===== src/rtl/fetch_pkg.sv =====
// Shared types and constants for the instruction fetch responder.
package fetch_pkg;

   typedef logic [31:0] instr_t;

   // addi x0, x0, 0 -- used to fill unused program memory
   localparam instr_t NOP = 32'h0000_0013;

   localparam int unsigned DEFAULT_ADDR_WIDTH = 5;

endpackage


===== src/rtl/instr_fetch_responder_if.sv =====
// Fetch request, response and program-load signals between core and fetch responder.
interface instr_fetch_responder_if
   import fetch_pkg::*;
#(
   parameter int unsigned ADDR_WIDTH = DEFAULT_ADDR_WIDTH,
   parameter int unsigned DATA_WIDTH = 32
);

   logic                  req_valid;
   logic                  req_ready;
   logic [ADDR_WIDTH-1:0] req_addr;
   logic                  flush;
   logic                  rsp_valid;
   logic                  rsp_ready;
   logic [DATA_WIDTH-1:0] rsp_instr;
   logic [ADDR_WIDTH-1:0] rsp_addr;
   logic                  prog_we;
   logic [ADDR_WIDTH-1:0] prog_addr;
   logic [DATA_WIDTH-1:0] prog_data;

   // Core side: issues fetches and program loads, consumes responses.
   modport master (
      output req_valid, req_addr, flush, rsp_ready, prog_we, prog_addr, prog_data,
      input  req_ready, rsp_valid, rsp_instr, rsp_addr
   );

   // Responder side.
   modport slave (
      input  req_valid, req_addr, flush, rsp_ready, prog_we, prog_addr, prog_data,
      output req_ready, rsp_valid, rsp_instr, rsp_addr
   );

endinterface


===== src/rtl/rsp_fifo.sv =====
// Synchronous FIFO holding fetch responses; clr_i empties it in one edge.
module rsp_fifo #(
   parameter int unsigned DEPTH = 3,
   parameter int unsigned WIDTH = 37
) (
   input  logic                       clk,
   input  logic                       rst,
   input  logic                       clr_i,
   input  logic                       push_i,
   input  logic [WIDTH-1:0]           data_i,
   input  logic                       pop_i,
   output logic [WIDTH-1:0]           data_o,
   output logic                       valid_o,
   output logic [$clog2(DEPTH+1)-1:0] count_o
);

   localparam int unsigned PtrW = (DEPTH > 1) ? $clog2(DEPTH) : 1;
   localparam int unsigned CntW = $clog2(DEPTH + 1);
   localparam logic [PtrW-1:0] LastPtr = PtrW'(DEPTH - 1);
   localparam logic [CntW-1:0] FullCnt = CntW'(DEPTH);

   logic [WIDTH-1:0] store_q [DEPTH];
   logic [PtrW-1:0]  wr_ptr_q, wr_ptr_d;
   logic [PtrW-1:0]  rd_ptr_q, rd_ptr_d;
   logic [CntW-1:0]  count_q, count_d;
   logic             do_push, do_pop;

   // Pointer/count next state; clear dominates push and pop.
   always_comb begin
      do_push  = push_i && (count_q < FullCnt);
      do_pop   = pop_i && (count_q != '0);
      wr_ptr_d = wr_ptr_q;
      rd_ptr_d = rd_ptr_q;
      count_d  = count_q;
      if (clr_i) begin
         wr_ptr_d = '0;
         rd_ptr_d = '0;
         count_d  = '0;
      end else begin
         if (do_push) wr_ptr_d = (wr_ptr_q == LastPtr) ? '0 : wr_ptr_q + 1'b1;
         if (do_pop)  rd_ptr_d = (rd_ptr_q == LastPtr) ? '0 : rd_ptr_q + 1'b1;
         count_d = count_q + CntW'(do_push) - CntW'(do_pop);
      end
   end

   // State and storage; storage reset so an empty head reads as zero after reset.
   always_ff @(posedge clk or posedge rst) begin
      if (rst) begin
         wr_ptr_q <= '0;
         rd_ptr_q <= '0;
         count_q  <= '0;
         for (int i = 0; i < DEPTH; i++) store_q[i] <= '0;
      end else begin
         wr_ptr_q <= wr_ptr_d;
         rd_ptr_q <= rd_ptr_d;
         count_q  <= count_d;
         if (do_push && !clr_i) store_q[wr_ptr_q] <= data_i;
      end
   end

   assign data_o  = store_q[rd_ptr_q];
   assign valid_o = (count_q != '0);
   assign count_o = count_q;

endmodule


===== src/rtl/instr_fetch_responder.sv =====
// Instruction fetch responder: program memory, S1 read register and response FIFO.
module instr_fetch_responder
   import fetch_pkg::*;
#(
   parameter int unsigned ADDR_WIDTH = DEFAULT_ADDR_WIDTH,
   parameter int unsigned DATA_WIDTH = 32,
   parameter int unsigned RSP_DEPTH  = 3
) (
   input logic                    clk,
   input logic                    rst,
   instr_fetch_responder_if.slave bus
);

   localparam int unsigned MemDepth = 2 ** ADDR_WIDTH;
   localparam int unsigned CntW     = $clog2(RSP_DEPTH + 1);
   localparam int unsigned EntryW   = ADDR_WIDTH + DATA_WIDTH;
   localparam logic [CntW:0] DepthC = (CntW + 1)'(RSP_DEPTH);

   logic [DATA_WIDTH-1:0] mem_q [MemDepth];

   logic                  s1_valid_q, s1_valid_d;
   logic [ADDR_WIDTH-1:0] s1_addr_q, s1_addr_d;
   logic [DATA_WIDTH-1:0] s1_data_q;

   logic [CntW-1:0]       fifo_count;
   logic                  fifo_valid;
   logic [EntryW-1:0]     fifo_rdata;
   logic [CntW:0]         credit_used;
   logic                  req_ready;
   logic                  accept;

   // Credit check counts S1 as occupied so every S1 entry has a FIFO slot; pops give no
   // same-cycle credit, keeping rsp_ready off the req_ready path.
   always_comb begin
      credit_used = {1'b0, fifo_count} + {{CntW{1'b0}}, s1_valid_q};
      req_ready   = !bus.flush && (credit_used < DepthC);
      accept      = bus.req_valid && req_ready;
      s1_valid_d  = accept;
      s1_addr_d   = accept ? bus.req_addr : s1_addr_q;
   end

   // Program load and synchronous read into S1; the array itself is never reset and a
   // same-address write in the accept cycle leaves the read with the old word.
   always_ff @(posedge clk) begin
      if (bus.prog_we) mem_q[bus.prog_addr] <= bus.prog_data;
      if (accept)      s1_data_q <= mem_q[bus.req_addr];
   end

   // S1 control register.
   always_ff @(posedge clk or posedge rst) begin
      if (rst) begin
         s1_valid_q <= 1'b0;
         s1_addr_q  <= '0;
      end else begin
         s1_valid_q <= s1_valid_d;
         s1_addr_q  <= s1_addr_d;
      end
   end

   rsp_fifo #(
      .DEPTH (RSP_DEPTH),
      .WIDTH (EntryW)
   ) u_rsp_fifo (
      .clk     (clk),
      .rst     (rst),
      .clr_i   (bus.flush),
      .push_i  (s1_valid_q),
      .data_i  ({s1_addr_q, s1_data_q}),
      .pop_i   (bus.rsp_ready),
      .data_o  (fifo_rdata),
      .valid_o (fifo_valid),
      .count_o (fifo_count)
   );

   assign bus.req_ready = req_ready;
   assign bus.rsp_valid = fifo_valid;
   assign bus.rsp_addr  = fifo_rdata[EntryW-1 -: ADDR_WIDTH];
   assign bus.rsp_instr = fifo_rdata[DATA_WIDTH-1:0];

endmodule


===== src/flat_wrapper.sv =====
// flat-port wrapper written by rule: the top's interface ports become plain ports
module instr_fetch_responder_flat import fetch_pkg::*;
#(
   parameter int unsigned ADDR_WIDTH = DEFAULT_ADDR_WIDTH,
   parameter int unsigned DATA_WIDTH = 32,
   parameter int unsigned RSP_DEPTH  = 3
)
  (clk, rst, bus_req_valid, bus_req_addr, bus_flush, bus_rsp_ready, bus_prog_we, bus_prog_addr, bus_prog_data, bus_req_ready, bus_rsp_valid, bus_rsp_instr, bus_rsp_addr);
  instr_fetch_responder_if #(.ADDR_WIDTH(ADDR_WIDTH), .DATA_WIDTH(DATA_WIDTH)) bus_i ();
  input logic clk;
  input logic rst;
  input wire logic [$bits(bus_i.req_valid)-1:0] bus_req_valid;
  input wire logic [$bits(bus_i.req_addr)-1:0] bus_req_addr;
  input wire logic [$bits(bus_i.flush)-1:0] bus_flush;
  input wire logic [$bits(bus_i.rsp_ready)-1:0] bus_rsp_ready;
  input wire logic [$bits(bus_i.prog_we)-1:0] bus_prog_we;
  input wire logic [$bits(bus_i.prog_addr)-1:0] bus_prog_addr;
  input wire logic [$bits(bus_i.prog_data)-1:0] bus_prog_data;
  output wire logic [$bits(bus_i.req_ready)-1:0] bus_req_ready;
  output wire logic [$bits(bus_i.rsp_valid)-1:0] bus_rsp_valid;
  output wire logic [$bits(bus_i.rsp_instr)-1:0] bus_rsp_instr;
  output wire logic [$bits(bus_i.rsp_addr)-1:0] bus_rsp_addr;
  assign bus_i.req_valid = bus_req_valid;
  assign bus_i.req_addr = bus_req_addr;
  assign bus_i.flush = bus_flush;
  assign bus_i.rsp_ready = bus_rsp_ready;
  assign bus_i.prog_we = bus_prog_we;
  assign bus_i.prog_addr = bus_prog_addr;
  assign bus_i.prog_data = bus_prog_data;
  assign bus_req_ready = bus_i.req_ready;
  assign bus_rsp_valid = bus_i.rsp_valid;
  assign bus_rsp_instr = bus_i.rsp_instr;
  assign bus_rsp_addr = bus_i.rsp_addr;
  instr_fetch_responder #(.ADDR_WIDTH(ADDR_WIDTH), .DATA_WIDTH(DATA_WIDTH), .RSP_DEPTH(RSP_DEPTH)) u_core (.clk(clk), .rst(rst), .bus(bus_i));
endmodule

===== config.mk =====
export PLATFORM = sky130hd
export DESIGN_NAME = instr_fetch_responder_flat
export DESIGN_NICKNAME = d
export VERILOG_FILES = /design/src/rtl/fetch_pkg.sv /design/src/rtl/instr_fetch_responder_if.sv /design/src/rtl/rsp_fifo.sv /design/src/rtl/instr_fetch_responder.sv /design/src/flat_wrapper.sv
export SDC_FILE = /design/constraint.sdc
export NUM_CORES = 1
export LEC_CHECK = 0
export CAP_MARGIN = 20
export CORE_MARGIN = 5
export CORE_UTILIZATION = 30
export CTS_BUF_LIST = sky130_fd_sc_hd__clkbuf_4
export CTS_CLUSTER_DIAMETER = 150
export DETAILED_ROUTE_END_ITERATION = 7
export PLACE_DENSITY = 0.49
export SLEW_MARGIN = 25
export SYNTH_ARGS = -nofsm -noshare
export SYNTH_HDL_FRONTEND = slang
export SYNTH_SLANG_ARGS = --single-unit

===== constraint.sdc =====
create_clock -name clk -period 7.1 [get_ports clk]
set_input_delay 0.71 -clock clk [delete_from_list [all_inputs] [get_ports clk]]
set_output_delay 0.71 -clock clk [all_outputs]
set_load 0.005 [all_outputs]

# Word-level counts from Yosys, hierarchy flattened
# Memories as Yosys holds them, arrays and structs flattened. A register that Yosys moved wholly into a read port is not among the register bits.
# Index checks and enable logic that the tools add are counted.
word_totals:
  mem_count: 1
  out_inout_bits: 39
  latchBits: 0
  ff_bits: 123
  input_bits: 48
  ram_bits: 1024
  elab_cells: 48
  rom_bits: 0
op_classes:
  mux: 15
  n_eq_ne: 2
  n_lt_le_gt_ge: 5
  n_addsub: 5
  n_reduce_logical: 10
  n_bitwise: 2
  shift: 0
  n_div: 0
  multipliers: 0
mem_list:
  columns: ["memory", "depth", "word_bits", "read_ports", "rd_clocked_by_memory_dff", "write_ports", "line_no", "rtl"]
  rows:
  - ["u_core.mem_q", 32, 32, 1, 1, 1, "instr_fetch_responder.sv:19", "logic [DATA_WIDTH-1:0] mem_q [MemDepth];"]
ops:
  columns: ["cell", "count"]
  rows:
  - ["bitwise mux 111 bit", 1]
  - ["two-way mux 37 bit", 3]
  - ["binary-select mux 37 bit (select 2 bit)", 1]
  - ["demux 37 bit (select 2 bit)", 1]
  - ["two-way mux 2 bit", 7]
  - ["greater-or-equal comparator 3 bit, second input constant", 2]
  - ["logical AND 1 bit", 6]
  - ["NOT 2 -> 3 bit", 2]
  - ["nonzero test 2 bit", 3]
  - ["adder 2 x 1 -> 2 bit, second input constant", 2]
  - ["== test 2 bit, second input constant", 2]
  - ["adder 2 x 1 -> 3 bit", 1]
  - ["< comparator 3 x 1 -> 1 bit, second input constant", 1]
  - ["< comparator 3 x 2 -> 1 bit, second input constant", 1]
  - ["adder 2 x 1 -> 2 bit", 1]
  - ["< comparator 2 bit, second input constant", 1]
  - ["two-way mux 1 bit", 2]
  - ["subtractor 2 x 1 -> 2 bit", 1]
  - ["zero test 1 bit", 1]

# Longest topological paths before layout
# Gate-level depths: netlist of the first run.
logic_depth:
  ltp_word: 6
  depth_mapped: 8
  ltp_nobuf: 8

# By module
# Synthesis of the first run repeated with hierarchy kept, for this count alone.
unflattened:
  hier_cells: 2668
  area_unflattened_um2: 46553.4
modules_own_cells:
  columns: ["mod", "seq_area_each_um2", "cells_each", "instances", "area_per_inst_um2"]
  rows:
  - ["instr_fetch_responder", 31860.6, 2277, 1, 41065.6]
  - ["rsp_fifo", 2927.8, 391, 1, 5487.8]

# Worst setup path before layout of the first run
# No wires, ideal clock.
synth_path:
  kind: "input-to-reg"
  from: "input bus_prog_addr[1]"
  to: "memory u_core.mem_q[12][0] (enable)"
  t_required_ns: 6.679
  arrival_ns: 2.723
  path_stages: 3
  slack_ns: 3.956
  path_buffers: 1
  setup_time_ns: 0.421
  path_cell_list: "or3b_2 > clkbuf_1 > nor2_1"
synth_rtl:
  columns: ["element", "line_no", "rtl"]
  rows:
  - ["start: declaration", "flat_wrapper.sv:17", "input wire logic [$bits(bus_i.prog_addr)-1:0] bus_prog_addr;"]
  - ["end: declaration", "instr_fetch_responder.sv:19", null]
# Straight into the memory's write port.

# Worst setup path in the final report of the first run
layout_path:
  from: "register u_core.u_rsp_fifo.rd_ptr_q[1]"
  to: "output bus_rsp_instr[27]"
layout_via:
  elab_chain_cells: 4
layout_lines:
  columns: ["element", "line_no", "rtl"]
  rows:
  - ["start: declaration", "rsp_fifo.sv:24", "logic [PtrW-1:0] rd_ptr_q, rd_ptr_d;"]
  - ["start signal: assignment", "rsp_fifo.sv:55", "rd_ptr_q <= rd_ptr_d;"]
  - ["NOT 2 -> 3 bit (implied by the code)", "rsp_fifo.sv:61", "assign data_o = store_q[rd_ptr_q];"]
  - ["binary-select mux 37 bit (select 2 bit)", "rsp_fifo.sv:61", null]
  - ["two-way mux 37 bit (implied by the code) (2 in a row)", "rsp_fifo.sv:61", null]
  - ["end: declaration", "flat_wrapper.sv:21", "output wire logic [$bits(bus_i.rsp_instr)-1:0] bus_rsp_instr;"]
# No other way between the ends. The select of a mux whose other input is x is not followed.

==> out/qor.yml, run 1 <==
hold_path:
  hold_path.class: "primary input to flip-flop"
layout:
  regArea_sq_um: 34800
  multi_input_area_sq_um: 10900
  mostFrequentLayoutCells: "edfxtp_1, mux2i_1, clkbuf_4"
  drive_gt1_frac: 0.234
  layout_commonest_cell: "edfxtp_1"
  area_delta_synth_final_pct: 15.9
  fill_cells: 14700
  fin_nets: 3070
  final_core_util: 0.348
timing:
  fin_tns_setup_ns: 0
  rsz0062_at_grt: "false"
  fin_ws_ns: 2.97
  worst_slew_pin_slew_ns: 1.07
  skew_ns: 0.0533
  post-route-min-period_ns: 4.13
  slew_headroom: 0.287
  fin_crit_sh: 0.582
  maxSlewViolCount: 0
  timing.hold.ws_ns: 0.0552
  finalSetupViolations: 0
  max_freq_ghz: 0.242
  hold_viol: 0
clocking:
  cts_tree: "built"
  h-tree-depth: 5
  cts.sinks: 1179
  clkTransAtPathRegs_ns: 0.07
  numCtsBuffers: 321
  clkLatencyLatePin_ns: 1.19
  clockBufferDepth: 4
  post-cts-setup-buffer-count: 0
  cts_root_buf: "clkbuf_4"
detailed_routing:
  firstDrtPassIters: 5
  drt_iter0_markers: 1902
  totalWireLength_mm: 124
  vias: 25200
  avgRoutedWirePerCell_um: 23.6
  remaining_drc_errors: 0
  ant_nets: 0
  vias_per_cell: 4.80
power_and_ir_drop:
  p_int_w: 0.0118
  switching_share: 0.235
  powerDensity_nw_per_um2: 288
  power_switching_w: 0.00363
  vdd_ir_drop_max_v: 0.000149
  power_leakage_nw: 19.1
  sequentialPowerShare: 0.526
  p_comb_frac: 0.099
  p_clk_frac: 0.375
  power.total_w: 0.0154
synthesis:
  synth_edf_count: 1056
  synth_seq_area_share: 0.753
  synth_nets: 2721
  synth_top_area_cell: "edfxtp_1"
  ys_types: 35
  synth_seq_cells: 1179
  synth_flop_cell: "edfxtp_1"
  avgSynthCellArea_sq_um: 17.3
  synth_top_area_frac: 0.686
  synthArstFlopShare: 0.104
  synthTopCellsByArea: "edfxtp_1, mux2i_1, dfrtp_1"
  yosys_warnings: 0
  synthesis.area_sq_um: 46200
  synthesis.instances: 2669
status:
  run_status: "completed"
setup_path:
  critPathArrivalTime_ns: 3.42
  end_kind: "output port"
  start_kind: "flip-flop"
  worstPathMaxFanout: 41
  critPathKind: "flip-flop to output port"
  critPathRequiredTime_ns: 6.39
place:
  port_buffers: 86
  preCtsSetupSlack_ns: 3.29
  place.gp.congestion: 0.733
  hpwl_mm: 65.1
floorplanning:
  core_area_sq_um: 154000
  ios: 87
  fp.dieH_um: 403
  die_w_um: 403
  rows: 144
  dieArea_sq_um: 162000
  initial_core_util: 0.301
grt:
  grtUsageTotal: 0.150
  grt_max_degree: 129
  grt_pass1_vias: 25600
  overflow: 0
  grt_pass1_wl_mm: 179
  antenna_found_initial: 6
run:
  maxCapViolCount: 0
through the flow:
| stage | area [sq um] | std cells |
|---|---|---|
| floorplan | 46200 | 2669 |
| global placement | 49600 | 4711 |
| detailed placement | 49500 | 4711 |
| CTS | 53500 | 5242 |
| global route | 53600 | 5255 |
| finish | 53600 | 5256 |
sequential cells by signal (all words and copies together) (netlist names):
register                    count
u_core.mem_q                 1024
u_core.s1_addr_q                5
u_core.s1_data_q               32
u_core.s1_valid_q               1
u_core.u_rsp_fifo.count_o       2
u_core.u_rsp_fifo.rd_ptr_q      2
u_core.u_rsp_fifo.store_q     111
u_core.u_rsp_fifo.wr_ptr_q      2
routing by layer:
metal  vias up  global-route usage  wire length, um
met4         0              0.0500             2380
met2       689               0.226            55900
met3       187              0.0377             7640
met5         -                   0                0
met1     13000               0.213            58100
li1      11300                   -                -
kinds of logic (layout without fill, tap and decap cells):
group / Yosys count / in the layout / share of synthesized area
flops: 1179 / 1179 / 0.753
mux: 666 / 666 / 0.147
simple gates: 332 / 332 / 0.0325
compound gates: 330 / 330 / 0.0472
buf+inv: 156 / 693 / 0.0188
fa+ha+maj: 4 / 4 / 0.00108
xor+xnor: 2 / 2 / 0.000379
other cells: 0 / 6 / 0
path summary, 6_finish.rpt:
kind,start,endpoint,slack [ns],cells past startpoint
worst max-delay path,u_core.u_rsp_fifo.rd_ptr_q[1],bus_rsp_instr[27],2.97,6
worst min-delay path,bus_prog_data[7],u_core.mem_q[9][7],0.06,1
worst max register to register,u_core.u_rsp_fifo.count_o[0],u_core.s1_data_q[30],4.10,6
worst min register to register,u_core.u_rsp_fifo.store_q[76],u_core.u_rsp_fifo.store_q[76],0.50,1
max in group asynchronous,rst,u_core.u_rsp_fifo.store_q[80],5.39,4
min in group asynchronous,rst,u_core.u_rsp_fifo.store_q[60],0.57,3
synth_stat cells, types with 2 or more instances:
master       n
nor2_1      39
a22o_1      64
buf_6       13
buf_2       48
buf_4       34
ha_1         4
nand3_1     98
buf_1       12
mux2_2     114
mux2_1       2
dfrtp_1    123
nor2b_1      6
mux2i_1    550
clkbuf_1    44
inv_1        5
a31oi_1     32
or3b_2       3
nor3_1      34
or2_2        2
nand3b_1     5
o21ai_0     37
nor3b_1      2
nand2b_1     2
edfxtp_1  1056
a21oi_1     99
nand2_1    137
a22oi_1     96
area by class of cell:
class	count	share of cell area
flip-flops and latches	1179	0.650
well taps	2044	0.0478
inverters	5	0.000397
clock inverters	30	0.00311
multi-input cells	1334	0.203
diodes	6	0.000280
clock buffers	481	0.0674
repair buffers	177	0.0288
power by group through the flow:
stage	clock (W)	combinational (W)	sequential (W)
3_5_place_dp	0	0.00154	0.00826
4_1_cts	0.00598	0.00155	0.00811
6_report	0.00578	0.00152	0.00811
3_3_place_gp	0	0.00153	0.00825
5_1_grt	0.00637	0.00166	0.00815
2_1_floorplan	0	0.000849	0.00818
worst max-delay path, cell delays in order, from the launching register on:
cell and delay, ns:
dfrtp_1 0.32, buf_4 0.39, nor2b_4 0.22, buf_4 0.41
nand2_1 0.09, o21ai_0 0.20, clkdlybuf4s50_1 0.61
timing repair:
action,in CTS,in global routing
hold buffers,20,8
hold endpoints to repair,654,123
endpoints found under the setup margin,0,0
gates resized for setup,0,0
(Power assumes the default switching activity.)
==> run 2, diff against run 1 <==
- PLACE_DENSITY: 0.49 -> 0.51
- clock period: 7.1 -> 3.7 ns (I/O delays scaled with it)
==> out/qor.yml, run 2 (synthesized netlist as in run 1, its figures left out) <==
status:
  run_status: "completed"
layout:
  mostFrequentLayoutCells: "edfxtp_1, mux2i_1, clkbuf_4"
  drive_gt1_frac: 0.236
  multi_input_area_sq_um: 10900
  area_delta_synth_final_pct: 17.6
  fill_cells: 14700
  layout_commonest_cell: "edfxtp_1"
  fin_nets: 3127
  largest_reg_flops: 1024
  final_core_util: 0.354
  top_regs: "u_core.mem_q: 1024 flops, u_core.u_rsp_fifo.store_q: 111 flops, u_core.s1_data_q: 32 flops"
  regArea_sq_um: 34800
  top_register: "u_core.mem_q"
setup_path:
  cp_num_cells: 4
  critPathArrivalTime_ns: 3.08
  start_kind: "flip-flop"
  endpoint: "bus_rsp_instr[7]"
  path_cells: "buf_12, mux2i_1, o21ai_0, clkdlybuf4s50_1"
  worst-path-buf-inv: 2
  timing.rr.end: "u_core.s1_data_q[26]"
  critPathMaxStageDelay_ns: 0.63
  cp-startpoint: "u_core.u_rsp_fifo.rd_ptr_q[0]"
  critPathRequiredTime_ns: 3.33
  rr_worst_depth: 6
  crit_slowest_cell: "dfrtp_4"
  r2r_slack_ns: 1.14
  end_kind: "output port"
  cp_top_family: "buffers and inverters"
  critPathKind: "flip-flop to output port"
  worstPathMaxFanout: 17
  r2r-start: "u_core.u_rsp_fifo.count_o[0]"
grt:
  grt_max_degree: 82
  grt_pass1_wl_mm: 180
  overflow: 0
  antenna_found_initial: 7
  grt_pass1_vias: 25700
  grtUsageTotal: 0.151
timing:
  finalSetupViolations: 0
  max_freq_ghz: 0.290
  fin_ws_ns: 0.248
  slew_headroom: 0.468
  skew_ns: 0.0727
  hold_viol: 0
  worst_slew_pin_slew_ns: 0.799
  post-route-min-period_ns: 3.45
  maxSlewViolCount: 0
  fin_crit_sh: 0.933
run:
  maxCapViolCount: 0
power_and_ir_drop:
  power_leakage_nw: 19.4
  vdd_ir_drop_max_v: 0.000283
  powerDensity_nw_per_um2: 541
clocking:
  clkLatencyLatePin_ns: 1.20
  cts.sinks: 1179
  clockBufferDepth: 4
  numCtsBuffers: 318
  cts_tree: "built"
  h-tree-depth: 5
  cts_root_buf: "clkbuf_4"
  clkTransAtPathRegs_ns: 0.06
floorplanning:
  fp.dieH_um: 403
  ios: 87
  rows: 144
  die_w_um: 403
  initial_core_util: 0.301
  dieArea_sq_um: 162000
  core_area_sq_um: 154000
place:
  hpwl_mm: 66.5
  port_buffers: 86
  place.gp.congestion: 0.723
  preCtsSetupSlack_ns: 0.650
hold_path:
  hold_path.class: "primary input to asynchronous set/reset pin"
detailed_routing:
  drt_iter0_markers: 2141
  vias_per_cell: 4.81
  firstDrtPassIters: 5
  remaining_drc_errors: 0
  ant_nets: 0
  vias: 25600
  avgRoutedWirePerCell_um: 23.3
  totalWireLength_mm: 124
[run 2: changes by cell type in the layout (fill, tap and decap cells not counted), moves of 2 or more]
cell / previous run / this run
buf_4: 56 / 76
diode_2: 6 / 10
clkbuf_4: 481 / 460
clkdlybuf4s50_1: 54 / 59
clkinv_1: 24 / 48
buf_12: 6 / 34
dlygate4sd3_1: 28 / 40
buf_2: 31 / 26
inv_2: 4 / 6
[run 2: area by class of cell]
type | count | area share
tap | 2044 | 0.0471
sequential | 1179 | 0.640
timing repair buffer | 237 | 0.0442
clock buffer | 460 | 0.0635
antenna | 10 | 0.000460
clock inverter | 56 | 0.00440
inverter | 5 | 0.000391
multi-input combinational | 1334 | 0.200
[run 2: how the worst min path moves through the flow]
stage | depth (start not counted) | start | endpoint
6_report | 3 | rst | u_core.u_rsp_fifo.store_q[57]
5_1_grt | 3 | rst | u_core.u_rsp_fifo.store_q[57]
4_1_cts | 3 | rst | u_core.u_rsp_fifo.store_q[29]
3_5_place_dp | 1 | u_core.u_rsp_fifo.store_q[76] | u_core.u_rsp_fifo.store_q[76]
3_3_place_gp | 1 | u_core.u_rsp_fifo.store_q[103] | u_core.u_rsp_fifo.store_q[103]
2_1_floorplan | 1 | bus_flush | u_core.u_rsp_fifo.count_o[0]
[run 2: worst reg2reg max path: cells and delay by family (launching register included)]
family / cells / cell delay, ns
buffers and inverters: 2 / 0.59
and+or+nand+nor: 1 / 0.30
adders and majority gates: 2 / 0.49
DFF: 1 / 0.42
AOI/OAI and AO/OA: 1 / 0.29
[run 2: per-stage QoR]
step	std cells	cell area, sq um	hold slack, ns	power, W	setup TNS [ns]
final	5325	54300	0.159	0.0294	0
after global routing	5322	54300	0.0774	0.0309	-0.00848
after CTS	5292	54200	0.0300	0.0298	0
after detailed placement	4758	50300	0.477	0.0189	0
after global placement	4758	50300	0.473	0.0188	0
after floorplan	2669	46200	0.436	0.0173	0
[run 2: routing by layer]
layer | GRT usage | vias up | wire, um
met4 | 0.0395 | 0 | 1650
met3 | 0.0404 | 153 | 9180
met1 | 0.228 | 13200 | 60300
met5 | 0 | - | 0
li1 | - | 11500 | -
met2 | 0.212 | 851 | 53100
[run 2: power breakdown]
group / leakage (nW) / internal [W] / switching (W)
Combinational: 6.07 / 0.00150 / 0.00148
Sequential: 11.1 / 0.0152 / 0.000401
Clock: 2.23 / 0.00571 / 0.00511
[run 2: what timing repair did]
action,CTS,global route
gates resized for setup,3,1
hold buffers,17,23
cloned,0,0
endpoints found under the setup margin,37,4
hold endpoints to repair,344,736
setup buffers,1,0
==> run 3, diff against run 2 <==
- CTS_CLUSTER_SIZE: default -> 28
==> out/qor.yml, run 3 (synthesized netlist as in run 1, its figures left out) <==
floorplanning:
  rows: 144
  core_area_sq_um: 154000
  dieArea_sq_um: 162000
  fp.dieH_um: 403
  initial_core_util: 0.301
  ios: 87
  die_w_um: 403
timing:
  rsz0062_at_grt: "false"
  maxSlewViolCount: 0
  finalSetupViolations: 0
  post-route-min-period_ns: 3.43
  fin_crit_sh: 0.928
  slew_headroom: 0.457
  worst_slew_pin_slew_ns: 0.815
  fin_tns_setup_ns: 0
  skew_ns: 0.0867
  hold_viol: 0
  max_freq_ghz: 0.291
power_and_ir_drop:
  p_comb_frac: 0.128
  p_clk_frac: 0.200
  switching_share: 0.244
  p_int_w: 0.0175
  power_leakage_nw: 17.5
  sequentialPowerShare: 0.672
  powerDensity_nw_per_um2: 454
  power_switching_w: 0.00565
  vdd_ir_drop_max_v: 0.000183
  power.total_w: 0.0232
setup_path:
  rr_worst_depth: 6
  worstPathMaxFanout: 37
  critPathKind: "flip-flop to output port"
  start_kind: "flip-flop"
  critPathArrivalTime_ns: 3.06
  end_kind: "output port"
  critPathRequiredTime_ns: 3.33
layout:
  fin_nets: 2849
  fill_cells: 14700
  top_regs: "u_core.mem_q: 1024 flops, u_core.u_rsp_fifo.store_q: 111 flops, u_core.s1_data_q: 32 flops"
  area_delta_synth_final_pct: 10.6
  mostFrequentLayoutCells: "edfxtp_1, mux2i_1, nand2_1"
  fin_cells: 4865
  layout_commonest_cell: "edfxtp_1"
  top_register: "u_core.mem_q"
  largest_reg_flops: 1024
  drive_gt1_frac: 0.133
detailed_routing:
  ant_nets: 0
  firstDrtPassIters: 7
  vias: 24000
  vias_per_cell: 4.93
  drt_iter0_markers: 2268
  avgRoutedWirePerCell_um: 24.9
  remaining_drc_errors: 0
  totalWireLength_mm: 121
grt:
  grt_pass1_vias: 23300
  grt_max_degree: 82
  grtUsageTotal: 0.144
  overflow: 0
  antenna_found_initial: 10
  grt_pass1_wl_mm: 173
clocking:
  cts.sinks: 1179
  cts_tree: "built"
  clkLatencyLatePin_ns: 1.02
  h-tree-depth: 2
  clkTransAtPathRegs_ns: 0.29
  cts_root_buf: "clkbuf_4"
  clockBufferDepth: 3
  numCtsBuffers: 48
hold_path:
  hold_depth: 2
  hold_path.class: "primary input to flip-flop"
run:
  maxCapViolCount: 0
place:
  port_buffers: 86
  place.gp.congestion: 0.723
  dp_cells: 4758
  hpwl_mm: 66.5
status:
  run_status: "completed"
run 3: cell type report:
cell class / instances / area [sq um] / share of cell area
diodes: 6 / 15.0 / 0.000294
clock buffers: 65 / 488 / 0.00955
clock inverters: 3 / 63.8 / 0.00125
inverters: 5 / 21.3 / 0.000416
multi-input cells: 1334 / 10900 / 0.212
flip-flops and latches: 1179 / 34800 / 0.681
well taps: 2044 / 2560 / 0.0500
repair buffers: 229 / 2310 / 0.0453
run 3: worst max-delay path, stage by stage, from the launching register on:
cell and delay, ns:
dfrtp_1 0.40, buf_4 0.27, nor2b_4 0.20, buf_6 0.33, nand2_1 0.08, o21ai_0 0.17, clkdlybuf4s50_1 0.58
run 3: path summary, 6_finish.rpt:
path                                               startpoint                       endpoint  slack (ns)
worst max-delay path            u_core.u_rsp_fifo.rd_ptr_q[1]              bus_rsp_instr[17]        0.27
worst min-delay path                        bus_prog_data[31]           u_core.mem_q[12][31]        0.14
worst max register to register   u_core.u_rsp_fifo.count_o[0]           u_core.s1_data_q[12]        1.15
worst min register to register  u_core.u_rsp_fifo.store_q[76]  u_core.u_rsp_fifo.store_q[76]        0.53
max in group asynchronous                                 rst  u_core.u_rsp_fifo.store_q[82]        2.52
min in group asynchronous                                 rst  u_core.u_rsp_fifo.store_q[57]        0.28
run 3: power groups by stage:
stage          registers, W  logic [W]  clock network (W)
6_report             0.0156    0.00298            0.00464
5_1_grt              0.0157    0.00326            0.00524
4_1_cts              0.0156    0.00302            0.00484
3_5_place_dp         0.0159    0.00297                  0
3_3_place_gp         0.0159    0.00294                  0
2_1_floorplan        0.0157    0.00163                  0
run 3: timing repair:
action	in CTS	in global routing
gates resized for setup	2	0
hold buffers	9	23
buffers inserted	1	0
endpoints found under the hold margin	174	736
setup endpoints to repair	37	0
run 3: routing by layer:
layer  part of all wire  vias up  GRT usage
met5            0.00011        -          0
met4             0.0094        2     0.0186
met3              0.067       77     0.0254
met2               0.43      662      0.211
met1               0.49    12600      0.229
li1                   -    10600          -
run 3: metrics by stage:
step	hold slack [ns]	utilization	setup WS, ns	area [sq um]
floorplan	0.436	-	0.0591	46200
global placement	0.473	0.327	0.731	50300
detailed placement	0.477	0.327	0.650	50300
CTS	0.00846	0.332	0.0720	51000
global route	0.0484	0.332	0.0241	51100
finish	0.143	0.333	0.267	51100
